## src/rtl/nnrv_ram_arb.sv

```systemverilog
// Shares one single-port sync RAM between instruction fetch (read-only) and the memory stage (read/write).
// Latency: grant is combinational in the request cycle; read data returns one cycle after the grant.
// Backpressure: the loser keeps req high until granted; MEM has priority, and IF is forced through after MAX_WAIT losses
// (optional strict round-robin arbitration under NNRV_ARB_RR_EN).
module nnrv_ram_arb #(
    parameter int ADDR_WIDTH = 8,
    parameter int XLEN       = 32,
    parameter int MAX_WAIT   = 3
) (
    input  logic                  i_clk,
    input  logic                  i_rst,
    input  logic                  i_if_req,
    input  logic [ADDR_WIDTH-1:0] i_if_addr,
    output logic                  o_if_gnt,
    output logic                  o_if_rvalid,
    output logic [XLEN-1:0]       o_if_rdata,
    input  logic                  i_mem_req,
    input  logic                  i_mem_we,
    input  logic [ADDR_WIDTH-1:0] i_mem_addr,
    input  logic [3:0]            i_mem_mask,
    input  logic [XLEN-1:0]       i_mem_wdata,
    output logic                  o_mem_gnt,
    output logic                  o_mem_rvalid,
    output logic [XLEN-1:0]       o_mem_rdata,
    output logic                  o_ram_en,
    output logic                  o_ram_we,
    output logic [ADDR_WIDTH-1:0] o_ram_addr,
    output logic [3:0]            o_ram_mask,
    output logic [XLEN-1:0]       o_ram_wdata,
    input  logic [XLEN-1:0]       i_ram_rdata
);

    localparam logic [1:0] TAG_NONE = 2'd0;
    localparam logic [1:0] TAG_IF   = 2'd1;
    localparam logic [1:0] TAG_MEM  = 2'd2;

    logic            if_win;
    logic            mem_win;
    logic            if_go;
    logic            mem_go;
    logic [1:0]      tag;
    logic [XLEN-1:0] if_hold;
    logic [XLEN-1:0] mem_hold;

`ifdef NNRV_ARB_RR_EN
    logic last_if;  // 1 when IF took the most recent grant

    always_comb begin
        if_win  = i_if_req;
        mem_win = i_mem_req;
        if (i_if_req && i_mem_req) begin
            if_win  = !last_if;
            mem_win = last_if;
        end
    end

    always_ff @(posedge i_clk or negedge i_rst) begin
        if (!i_rst) begin
            last_if <= 1'b0;
        end else if (if_win) begin
            last_if <= 1'b1;
        end else if (mem_win) begin
            last_if <= 1'b0;
        end
    end
`else
    localparam logic [3:0] WAIT_LIM = 4'(MAX_WAIT);

    logic [3:0] starve_cnt;

    always_comb begin
        if_win  = i_if_req;
        mem_win = i_mem_req;
        if (i_if_req && i_mem_req) begin
            if_win  = (starve_cnt == WAIT_LIM);
            mem_win = (starve_cnt != WAIT_LIM);
        end
    end

    always_ff @(posedge i_clk or negedge i_rst) begin
        if (!i_rst) begin
            starve_cnt <= 4'd0;
        end else if (!i_if_req || if_win) begin
            starve_cnt <= 4'd0;
        end else if (starve_cnt != WAIT_LIM) begin
            starve_cnt <= starve_cnt + 4'd1;
        end
    end
`endif

    // Outputs are forced quiet while reset is held, even if requests are pending.
    assign if_go    = if_win & i_rst;
    assign mem_go   = mem_win & i_rst;
    assign o_if_gnt  = if_go;
    assign o_mem_gnt = mem_go;

    always_comb begin
        o_ram_en    = 1'b0;
        o_ram_we    = 1'b0;
        o_ram_addr  = '0;
        o_ram_mask  = 4'h0;
        o_ram_wdata = '0;
        if (mem_go) begin
            o_ram_en    = 1'b1;
            o_ram_we    = i_mem_we;
            o_ram_addr  = i_mem_addr;
            o_ram_mask  = i_mem_mask;
            o_ram_wdata = i_mem_wdata;
        end else if (if_go) begin
            o_ram_en   = 1'b1;
            o_ram_addr = i_if_addr;
            o_ram_mask = 4'hF;
        end
    end

    always_ff @(posedge i_clk or negedge i_rst) begin
        if (!i_rst) begin
            tag <= TAG_NONE;
        end else if (if_win) begin
            tag <= TAG_IF;
        end else if (mem_win && !i_mem_we) begin
            tag <= TAG_MEM;
        end else begin
            tag <= TAG_NONE;
        end
    end

    always_ff @(posedge i_clk or negedge i_rst) begin
        if (!i_rst) begin
            if_hold  <= '0;
            mem_hold <= '0;
        end else begin
            if (tag == TAG_IF) begin
                if_hold <= i_ram_rdata;
            end
            if (tag == TAG_MEM) begin
                mem_hold <= i_ram_rdata;
            end
        end
    end

    assign o_if_rvalid  = (tag == TAG_IF);
    assign o_mem_rvalid = (tag == TAG_MEM);
    assign o_if_rdata   = o_if_rvalid  ? i_ram_rdata : if_hold;
    assign o_mem_rdata  = o_mem_rvalid ? i_ram_rdata : mem_hold;

endmodule
```

## config.mk

```make
export PLATFORM = sky130hd
export DESIGN_NAME = nnrv_ram_arb
export DESIGN_NICKNAME = d
export VERILOG_FILES = /design/src/rtl/nnrv_ram_arb.sv
export SDC_FILE = /design/constraint.sdc
export NUM_CORES = 1
export LEC_CHECK = 0
export CAP_MARGIN = 10
export CORE_ASPECT_RATIO = 1.4
export CORE_MARGIN = 2
export CORE_UTILIZATION = 39
export CTS_CLUSTER_DIAMETER = 120
export DETAILED_ROUTE_END_ITERATION = 10
export PLACE_DENSITY_LB_ADDON = 0.15
export SLEW_MARGIN = 10
export SYNTH_ARGS = -nofsm -noshare
export SYNTH_HDL_FRONTEND = slang
export SYNTH_SLANG_ARGS = --single-unit
```

## constraint.sdc

```tcl
create_clock -name i_clk -period 4.8 [get_ports i_clk]
set_input_delay 0.96 -clock i_clk [delete_from_list [all_inputs] [get_ports i_clk]]
set_output_delay 0.96 -clock i_clk [all_outputs]
set_load 0.005 [all_outputs]
```

==> metrics.md, run 1 <==
| Metric | Value |
|---|---|
| Int Power | 1.30 mW |
| Reg area | approximately 0.0018 mm² |
| CP Launch Type | input pin |
| Power share of the combinational group | 30.3% |
| Worst-margin pin slew | between 0.9 and 1 ns |
| Worst clock skew | 0.00778 ns |
| Unique masters post-synth | 24 |
| Post-DP HPWL | slightly below 7000 µm |
| Share of layout cells above drive strength 1 | a little over a fifth |
| Routed wire length on met3 | a little under 900 µm |
| Dpl cells | 505 |
| Main combinational cell family by area after synthesis | multiplexers |
| Area of the multi-input gates | 0.00118 mm² |
| Post-Synth XOR/XNOR Area | less than 1% |
| Final-report setup violation count | 0 |
| CP required | approximately 3.8 ns |
| Final core utilization | between 60% and 70% |
| Area growth syn-to-layout | 75.6% |
| WS Path Type | input pin to output pin |
| Arrival @ worst endpoint | 2.83 ns |
| Fin crit share | about four fifths |
| # Post-CTS Setup Buffers | 0 |
| Clk slew on worst S/H paths | 0.07 ns |
| Leakage power | 2.18 nW |
| Post-Syn Area | between 0.003 and 0.004 mm² |
| Vias in the first global route | 2688 |
| Via density | 4.75 |
| CP max stage cell | clkdlybuf4s50_1 |
| Wire length on met2 | 4510 µm |
| TritonRoute pass-1 iters | 4 |
| Switching pwr | 400 µW |
| Final Non-Filler Cells | about 520 |
| FF+latch count, synth | 70 |
| Final min period | between 3 and 4 ns |
| FILL cells | 600 |
| PortBufs | around 200 |
| Post-Synth Simple-Gate Area | roughly a tenth |
| Initial antenna violation count | 0 |
| Outcome | finished clean |
| Compound-Gate Fraction of Synth Area | 4.52% |
| Crit path cell chain | clkdlybuf4s50_1 -> and3_1 -> buf_4 -> and2_1 -> clkdlybuf4s50_1 |
| Mean post-synth cell area | 14.0 µm² |
| Worst path bufs/invs | 3 |
| # hold bufs at CTS | 0 |
| Fmax | 264 MHz |
| Max cap viols | 0 |
| Total gr overflow | 0 |
| Unrepaired setup endpoints after global routing | false |
| Row count | 38 |
| CP max FO | between 40 and 50 |
| WL met1 | between 3000 and 4000 µm |
| Die area | between 0.008 and 0.009 mm² |
| CTS buffer count | 9 |
| Max H-tree Level | 3 |
| Flop pwr share | 41.7% |
| Nets@finish | 506 |
| Initial Util | 39.7% |
| Cell count after synthesis | 215 |
| Cts repair resizes | 0 |
| Core area | roughly 0.0076 mm² |
| Drt total wl | slightly below 9000 µm |
| Setup TNS | 0 ns |
| Post-synthesis mux area share | about a quarter |
| Clock latency at the later pin of the worst-skew pair | between 0.3 and 0.4 ns |
| CTS tree | yes |
| Top layer in use | met4 |
| Longest Clk Path Bufs | 2 |
| Largest net degree at the start of global routing | a little over 70 |
| Crit path capture type | output pin |
| Diode count | 0 |
| Pwr per Cell Area | 322 mW/mm² |
| Mapped Nets | between 300 and 400 |
| Worst min path class | flip-flop to flip-flop |
| Net Sw Frac | a little under a quarter |
| Die Span X | 78.3 µm |
| Vias | approximately 2500 |
| Seq/Total Area, Yosys | just under 60% |
| GRT Util Overall | 21.7% |
| Fin. max-slew vios | 0 |
| Clk network pwr share | between 20% and 30% |
| Warnings, synthesis | 0 |
| Wire per inst | about 17 µm |
| DIE HEIGHT | 108 µm |
| 1st-iter DRT viols | 67 |
| Hold WS | approximately 0.47 ns |
| Most used cell, CP | clkdlybuf4s50_1 |
| Adder-cell share of the synthesized area | less than 1% |
| Maximum vdd drop | between 150 and 200 µV |
| Hold Vio Cnt, Final | 0 |
| Cell family with most CP delay | buffers and inverters |
| Root Buffer | clkbuf_8 |
| Antenna-violating nets left | 0 |
| Slowest Stage Delay on Critical Path | 0.60 ns |
| GP Congestion | between 0.8 and 0.9 |
| IO Count | just over 200 |
| First-pass GRT wire length | 13600 µm |
| Clock Sink Count | 70 |
| Residual DRC | 0 |
| Slew headroom | 33.5% |
## path summary, 6_finish.rpt
check / from / slack [ns] / end / depth (start not counted)
worst max-delay path: i_mem_req / 1.01 / o_ram_wdata[6] / 5
max in group asynchronous: i_rst / 3.37 / if_hold[9] / 2
worst min register to register: starve_cnt[0] / 0.47 / starve_cnt[0] / 1
worst max register to register: tag[1] / 3.02 / if_hold[13] / 2
min in group asynchronous: i_rst / 0.86 / starve_cnt[2] / 2
worst min-delay path: starve_cnt[0] / 0.47 / starve_cnt[0] / 1
## power by group through the flow
stage / Combinational [mW] / Clock (mW) / Sequential (mW)
global placement: 0.517 / 0 / 0.717
finish: 0.517 / 0.477 / 0.710
detailed placement: 0.523 / 0 / 0.723
CTS: 0.526 / 0.492 / 0.712
global route: 0.557 / 0.517 / 0.720
floorplan: 0.175 / 0 / 0.713
## final cells by class
class                   instances  area share [%]
repair buffers                204            38.3
flip-flops and latches         70            33.1
multi-input cells             129            22.3
clock buffers                  13            3.00
well taps                     100            2.36
clock inverters                 3           0.803
inverters                       2           0.142
## cell usage after synthesis, drive strengths merged
library cell | instances | share of area, %
a21boi | 1 | 0.25
a21o | 4 | 1.2
a21oi | 1 | 0.54
a22o | 8 | 2.3
and2 | 33 | 6.8
and3 | 1 | 0.21
buf | 11 | 2.4
clkbuf | 3 | 0.46
dfrtp | 70 | 58
ha | 1 | 0.41
inv | 2 | 0.25
mux2 | 64 | 24
nand2 | 2 | 0.25
nand2b | 1 | 0.21
nand3 | 2 | 0.33
nand4bb | 1 | 0.37
nor2 | 5 | 0.62
nor2b | 1 | 0.21
o21a | 1 | 0.25
or3b | 1 | 0.37
xnor2 | 1 | 0.29
xor2 | 1 | 0.29
## cell families after synthesis
kind of cell    count (synthesis)
flops                          70
mux                            64
simple gates                   47
buf+inv                        16
compound gates                 15
xor+xnor                        2
fa+ha+maj                       1
## stage by stage
stage / cell area (µm²) / setup slack (ns) / power, mW
final: 5300 / 1.01 / 1.70
after global routing: 5300 / 0.874 / 1.79
after CTS: 5300 / 1.02 / 1.73
after detailed placement: 5100 / 1.02 / 1.25
after global placement: 5100 / 1.04 / 1.23
after floorplan: 3020 / 2.11 / 0.888
## state kept, by name, summed over array words and instances, names as in the netlist
| name | cells |
|---|---|
| if_hold | 32 |
| starve_cnt | 4 |
| mem_hold | 32 |
| tag | 2 |
## worst reg2reg max path, stage by stage (launching register included)
cell     delay, ns
dfrtp_1       0.42
nor2b_4       0.79
mux2_2        0.46
## per-layer routing
metal,global-route usage [%],vias up
li1,-,1135
met2,36.8,132
met4,9.27,0
met5,0,-
met3,9.43,12
met1,23.7,1195
## cell usage in the layout (no fill, tap or decap), types with 4 or more instances in the layout
cell             count
clkdlybuf4s50_1    201
a21o_2               4
nor2_1               5
mux2_2              64
a22o_1               8
clkbuf_8            11
dfrtp_1             70
and2_1              33
Note: power is estimated with default switching activity, not from simulation.
==> run 2, diff against run 1 <==
--- a/config.mk
+++ b/config.mk
@@ -8,7 +8,7 @@
 export CAP_MARGIN = 10
 export CORE_ASPECT_RATIO = 1.4
 export CORE_MARGIN = 2
-export CORE_UTILIZATION = 39
+export CORE_UTILIZATION = 32
 export CTS_CLUSTER_DIAMETER = 120
 export DETAILED_ROUTE_END_ITERATION = 10
 export PLACE_DENSITY_LB_ADDON = 0.15
==> constraint.sdc (replaced) <==
create_clock -name i_clk -period 3.2 [get_ports i_clk]
set_input_delay 0.64 -clock i_clk [delete_from_list [all_inputs] [get_ports i_clk]]
set_output_delay 0.64 -clock i_clk [all_outputs]
set_load 0.005 [all_outputs]
==> metrics.md, run 2 (same netlist as run 1, synthesis figures left out) <==
| Metric | Value |
|---|---|
| CP Launch Type | flip-flop |
| Diode count | 0 |
| Maximum vdd drop | 227 µV |
| GRT Util Overall | a little under a fifth |
| Longest Clk Path Bufs | 2 |
| Final min period | slightly above 3 ns |
| Commonest cells after routing, fill and taps aside | clkdlybuf4s50_1 (201), dfrtp_1 (70), mux2_2 (64) |
| Drt total wl | ~9400 µm |
| Root Buffer | clkbuf_16 |
| CP required | around 2.6 ns |
| Via density | 4.70 |
| Max cap viols | 0 |
| Crit path capture type | output pin |
| Post-DP HPWL | between 7000 and 8000 µm |
| TritonRoute pass-1 iters | 4 |
| Vias in the first global route | 2732 |
| Fin crit share | a little over nine tenths |
| Largest net degree at the start of global routing | 40 |
| Slew headroom | about three fifths |
| Clock Sink Count | 70 |
| Fin. max-slew vios | 0 |
| Most common cell after layout, fill and taps aside | clkdlybuf4s50_1 |
| Wire per inst | approximately 17 µm |
| Unrepaired setup endpoints after global routing | false |
| CP max FO | 13 |
| Area growth syn-to-layout | 82.2% |
| FILL cells | just under 800 |
| Row count | between 40 and 50 |
| Final core utilization | around three fifths |
| DIE HEIGHT | between 100 and 150 µm |
| First-pass GRT wire length | about 14000 µm |
| Share of layout cells above drive strength 1 | a little under a quarter |
| Nets@finish | 514 |
| Worst min path class | input pin to async pin |
| PortBufs | about 200 |
| Hold Vio Cnt, Final | 0 |
| Worst-margin pin slew | roughly 0.58 ns |
| R2r setup slk | ~1.6 ns |
| Residual DRC | 0 |
| Die area | between 0.01 and 0.015 mm² |
| # Post-CTS Setup Buffers | 0 |
| Outcome | finished clean |
| IO Count | 203 |
| Arrival @ worst endpoint | roughly 2.4 ns |
| Antenna-violating nets left | 0 |
| Cts repair resizes | 0 |
| Initial Util | 33.2% |
| Max H-tree Level | 3 |
| 1st-iter DRT viols | 40 |
| Worst clock skew | around 0.0049 ns |
| Fmax | ~330 MHz |
| CTS buffer count | 9 |
| Regs by FF count | if_hold x32, mem_hold x32, starve_cnt x4 |
| Total gr overflow | 0 |
| # hold bufs at CTS | 0 |
| Initial antenna violation count | 0 |
| Clock latency at the later pin of the worst-skew pair | roughly 0.33 ns |
| Setup TNS | 0 ns |
| Clk slew on worst S/H paths | around 0.050 ns |
| CTS tree | yes |
| GP Congestion | 0.776 |
| Vias | around 2500 |
| Leakage power | between 2 and 2.5 nW |
| Pwr per Cell Area | 527 mW/mm² |
| WS Path Type | flip-flop to output pin |
| Die Span X | approximately 86 µm |
| Core area | 0.00908 mm² |
| Final-report setup violation count | 0 |
-- run 2: cell count changes in the layout (fill, tap and decap cells not counted), sizes merged --
cell      before  now
buf            3   11
bufinv         1    2
clkbuf        13   12
clkinvlp       1    0
clkinv         1    2
-- run 2: area by class of cell --
| type | count | area (µm²) | share of cell area [%] |
|---|---|---|---|
| repair buffers | 212 | 2110 | 38.3 |
| flip-flops and latches | 70 | 1750 | 31.9 |
| multi-input cells | 129 | 1180 | 21.5 |
| clock buffers | 12 | 246 | 4.48 |
| well taps | 107 | 134 | 2.44 |
| clock inverters | 4 | 70.1 | 1.27 |
| inverters | 2 | 7.51 | 0.137 |
-- run 2: power breakdown --
part	switching, mW	internal, mW
Combinational	0.255	0.531
Sequential	0.0349	1.03
Clock	0.344	0.700
-- run 2: metrics by stage --
stage	total power, mW	cells	area (µm²)	worst slack [ns]	hold WS [ns]
2_1_floorplan	1.33	215	3020	1.15	0.344
6_report	2.90	536	5500	0.144	0.361
4_1_cts	2.95	536	5500	0.116	0.370
5_1_grt	3.03	536	5500	0.0318	0.392
3_3_place_gp	1.87	520	5180	0.221	0.455
3_5_place_dp	1.88	520	5180	0.207	0.465
-- run 2: critical path: stages (launching register included) --
cell,delay [ns]
dfrtp_1,0.38
ha_1,0.22
or3b_4,0.42
a21oi_4,0.35
a22o_1,0.21
clkdlybuf4s50_1,0.50
-- run 2: per-layer routing --
layer	vias to the layer above	track usage, %	wire length (µm)
met3	13	7.97	1030
li1	1158	-	-
met2	140	31.5	4860
met1	1210	19.9	3300
met4	0	8.93	190
met5	-	0	0
-- run 2: path summary, 6_finish.rpt --
kind / startpoint / endpoint / cells after the start
max: starve_cnt[0] / o_ram_addr[6] / 5
min in group i_clk: starve_cnt[0] / starve_cnt[0] / 1
max reg2reg: tag[1] / mem_hold[30] / 3
max in group asynchronous: i_rst / mem_hold[26] / 2
min: i_rst / if_hold[18] / 2
min reg2reg: starve_cnt[0] / starve_cnt[0] / 1
==> run 3, diff against run 2 <==
--- a/config.mk
+++ b/config.mk
@@ -8,10 +8,11 @@
 export CAP_MARGIN = 10
 export CORE_ASPECT_RATIO = 1.4
 export CORE_MARGIN = 2
-export CORE_UTILIZATION = 32
+export CORE_UTILIZATION = 39
 export CTS_CLUSTER_DIAMETER = 120
 export DETAILED_ROUTE_END_ITERATION = 10
-export PLACE_DENSITY_LB_ADDON = 0.15
+export PLACE_DENSITY = 0.92
+export SETUP_SLACK_MARGIN = 0.2
 export SLEW_MARGIN = 10
 export SYNTH_ARGS = -nofsm -noshare
 export SYNTH_HDL_FRONTEND = slang
==> constraint.sdc (replaced) <==
create_clock -name i_clk -period 3.9 [get_ports i_clk]
set_input_delay 0.78 -clock i_clk [delete_from_list [all_inputs] [get_ports i_clk]]
set_output_delay 0.78 -clock i_clk [all_outputs]
set_load 0.005 [all_outputs]
==> metrics.md, run 3 (same netlist as run 1, synthesis figures left out) <==
| Metric | Value |
|---|---|
| Pre-CTS worst setup slack | between 0.4 and 0.5 ns |
| Hold Crit Start | starve_cnt[0] |
| Crit path cell chain | clkdlybuf4s50_1 -> nand4bb_1 -> and3_1 -> buf_4 -> and2_1 -> clkdlybuf4s50_1 |
| DIE HEIGHT | roughly 110 µm |
| Fin. max-slew vios | 0 |
| Row count | 38 |
| Via density | around 4.7 |
| Final-report setup violation count | 0 |
| Share of layout cells above drive strength 1 | a little over a fifth |
| Clk slew on worst S/H paths | about 0.07 ns |
| CTS tree | yes |
| Slowest Stage Delay on Critical Path | 0.54 ns |
| Total gr overflow | 0 |
| PnR worst setup slack | 0.361 ns |
| Longest Clk Path Bufs | 2 |
| Max H-tree Level | 3 |
| GP Congestion | roughly 0.78 |
| Root Buffer | clkbuf_8 |
| Hold Vio Cnt, Final | 0 |
| Cell family with most CP delay | buffers and inverters |
| Outcome | finished clean |
| CP required | about 3.1 ns |
| Leakage power | approximately 2.2 nW |
| Core area | ~0.0076 mm² |
| Final core utilization | between 70 and 80% |
| Worst-margin pin slew | roughly 0.87 ns |
| 1st-iter DRT viols | between 90 and 100 |
| Wire per inst | roughly 18 µm |
| WL met1 | about 3600 µm |
| CP max FO | 46 |
| Max cap viols | 0 |
| TritonRoute pass-1 iters | 4 |
| Area of the multi-input gates | 0.00118 mm² |
| Unrepaired setup endpoints after global routing | false |
| Worst R2R Start | tag[1] |
| Cell count along the critical path | 6 |
| Area growth syn-to-layout | 76.5% |
| WHS Endpoint | starve_cnt[0] |
| Diode count | 0 |
| Worst path bufs/invs | 3 |
| Post-DP HPWL | just over 7000 µm |
| FILL cells | between 500 and 600 |
| WS Path Type | input pin to output pin |
| Arrival @ worst endpoint | 2.76 ns |
| Reg area | between 0.0015 and 0.002 mm² |
| # Post-CTS Setup Buffers | 0 |
| Top layer in use | met4 |
| GRT Util Overall | between 20% and 30% |
| Wire length on met2 | roughly 4900 µm |
| Residual DRC | 0 |
| R2r setup slk | 2.19 ns |
| IO Count | 203 |
| Clock Sink Count | 70 |
| Largest net degree at the start of global routing | 72 |
| CTS buffer count | 9 |
| Slew headroom | 42.2% |
| Initial Util | 39.7% |
| Initial antenna violation count | 0 |
| Hold WS | ~0.47 ns |
| Pwr per Cell Area | just over 400 mW/mm² |
| Vias | between 2000 and 2500 |
| Worst r2r dst | if_hold[10] |
| First-pass GRT wire length | between 10000 and 15000 µm |
| Vias in the first global route | about 2700 |
| Nets@finish | 507 |
| Setup TNS | 0 ns |
| Most common cell after layout, fill and taps aside | clkdlybuf4s50_1 |
| Crit path capture type | output pin |
| CP Launch Type | input pin |
| Die area | approximately 0.0085 mm² |
| Drt total wl | 9340 µm |
| Reg2reg path depth | 3 |
| Worst clock skew | 0.0118 ns |
| Routed wire length on met3 | around 650 µm |
| Die Span X | approximately 78 µm |
| Most used cell, CP | clkdlybuf4s50_1 |
| Final min period | between 3 and 4 ns |
| PortBufs | about 200 |
| Regs by FF count | if_hold x32, mem_hold x32, starve_cnt x4 |
| Worst min path class | flip-flop to flip-flop |
| Fin crit share | roughly nine tenths |
| Antenna-violating nets left | 0 |
| Fmax | about 280 MHz |
| Cts repair resizes | 0 |
| Maximum vdd drop | between 300 and 400 µV |
| CP max stage cell | clkdlybuf4s50_1 |
| Hold Path Cell Cnt | 1 |
| Clock latency at the later pin of the worst-skew pair | roughly 0.35 ns |
| Commonest cells after routing, fill and taps aside | clkdlybuf4s50_1 (201), dfrtp_1 (70), mux2_2 (64) |
| # hold bufs at CTS | 0 |
==> run 3: cell types whose count changed in the layout (fill, tap and decap cells not counted) <==
cell and change:
clkbuf_16 -9, clkbuf_8 +8, buf_4 -7, clkinv_2 -2
clkinv_4 +2, buf_12 -1, buf_2 +1, clkbuf_1 -1
clkinvlp_4 +1, inv_6 +1
==> run 3: stage by stage <==
step | total power [mW] | std cells | cell area (µm²)
5_1_grt | 2.26 | 522 | 5330
3_5_place_dp | 1.54 | 506 | 5100
4_1_cts | 2.18 | 522 | 5330
3_3_place_gp | 1.51 | 506 | 5100
6_report | 2.16 | 522 | 5330
2_1_floorplan | 1.09 | 215 | 3020
==> run 3: power by group <==
group | internal (mW) | switching [mW]
Clock | 0.365 | 0.281
Sequential | 0.845 | 0.0289
Combinational | 0.430 | 0.211
==> run 3: worst max path at each step <==
stage / slack, ns / start / end
detailed placement: 0.43 / i_if_req / o_ram_wdata[6]
floorplan: 1.57 / i_if_req / o_ram_addr[5]
CTS: 0.40 / i_if_req / o_ram_wdata[6]
global placement: 0.50 / i_mem_req / o_ram_wdata[6]
global route: 0.29 / i_if_req / o_ram_wdata[6]
finish: 0.36 / i_if_req / o_ram_wdata[6]
==> run 3: layout make-up <==
cell class                 count  share of cell area (%)
clock buffer                  10                    2.40
clock inverter                 6                    1.76
inverter                       2                   0.141
multi-input combinational    129                    22.2
sequential                    70                    32.9
tap                          100                    2.35
timing repair buffer         205                    38.3
==> run 3: routing by layer <==
layer	track usage, %	up-vias
li1	-	1139
met1	25.3	1222
met4	7.27	0
met5	0	-
met3	7.26	11
met2	37.3	105
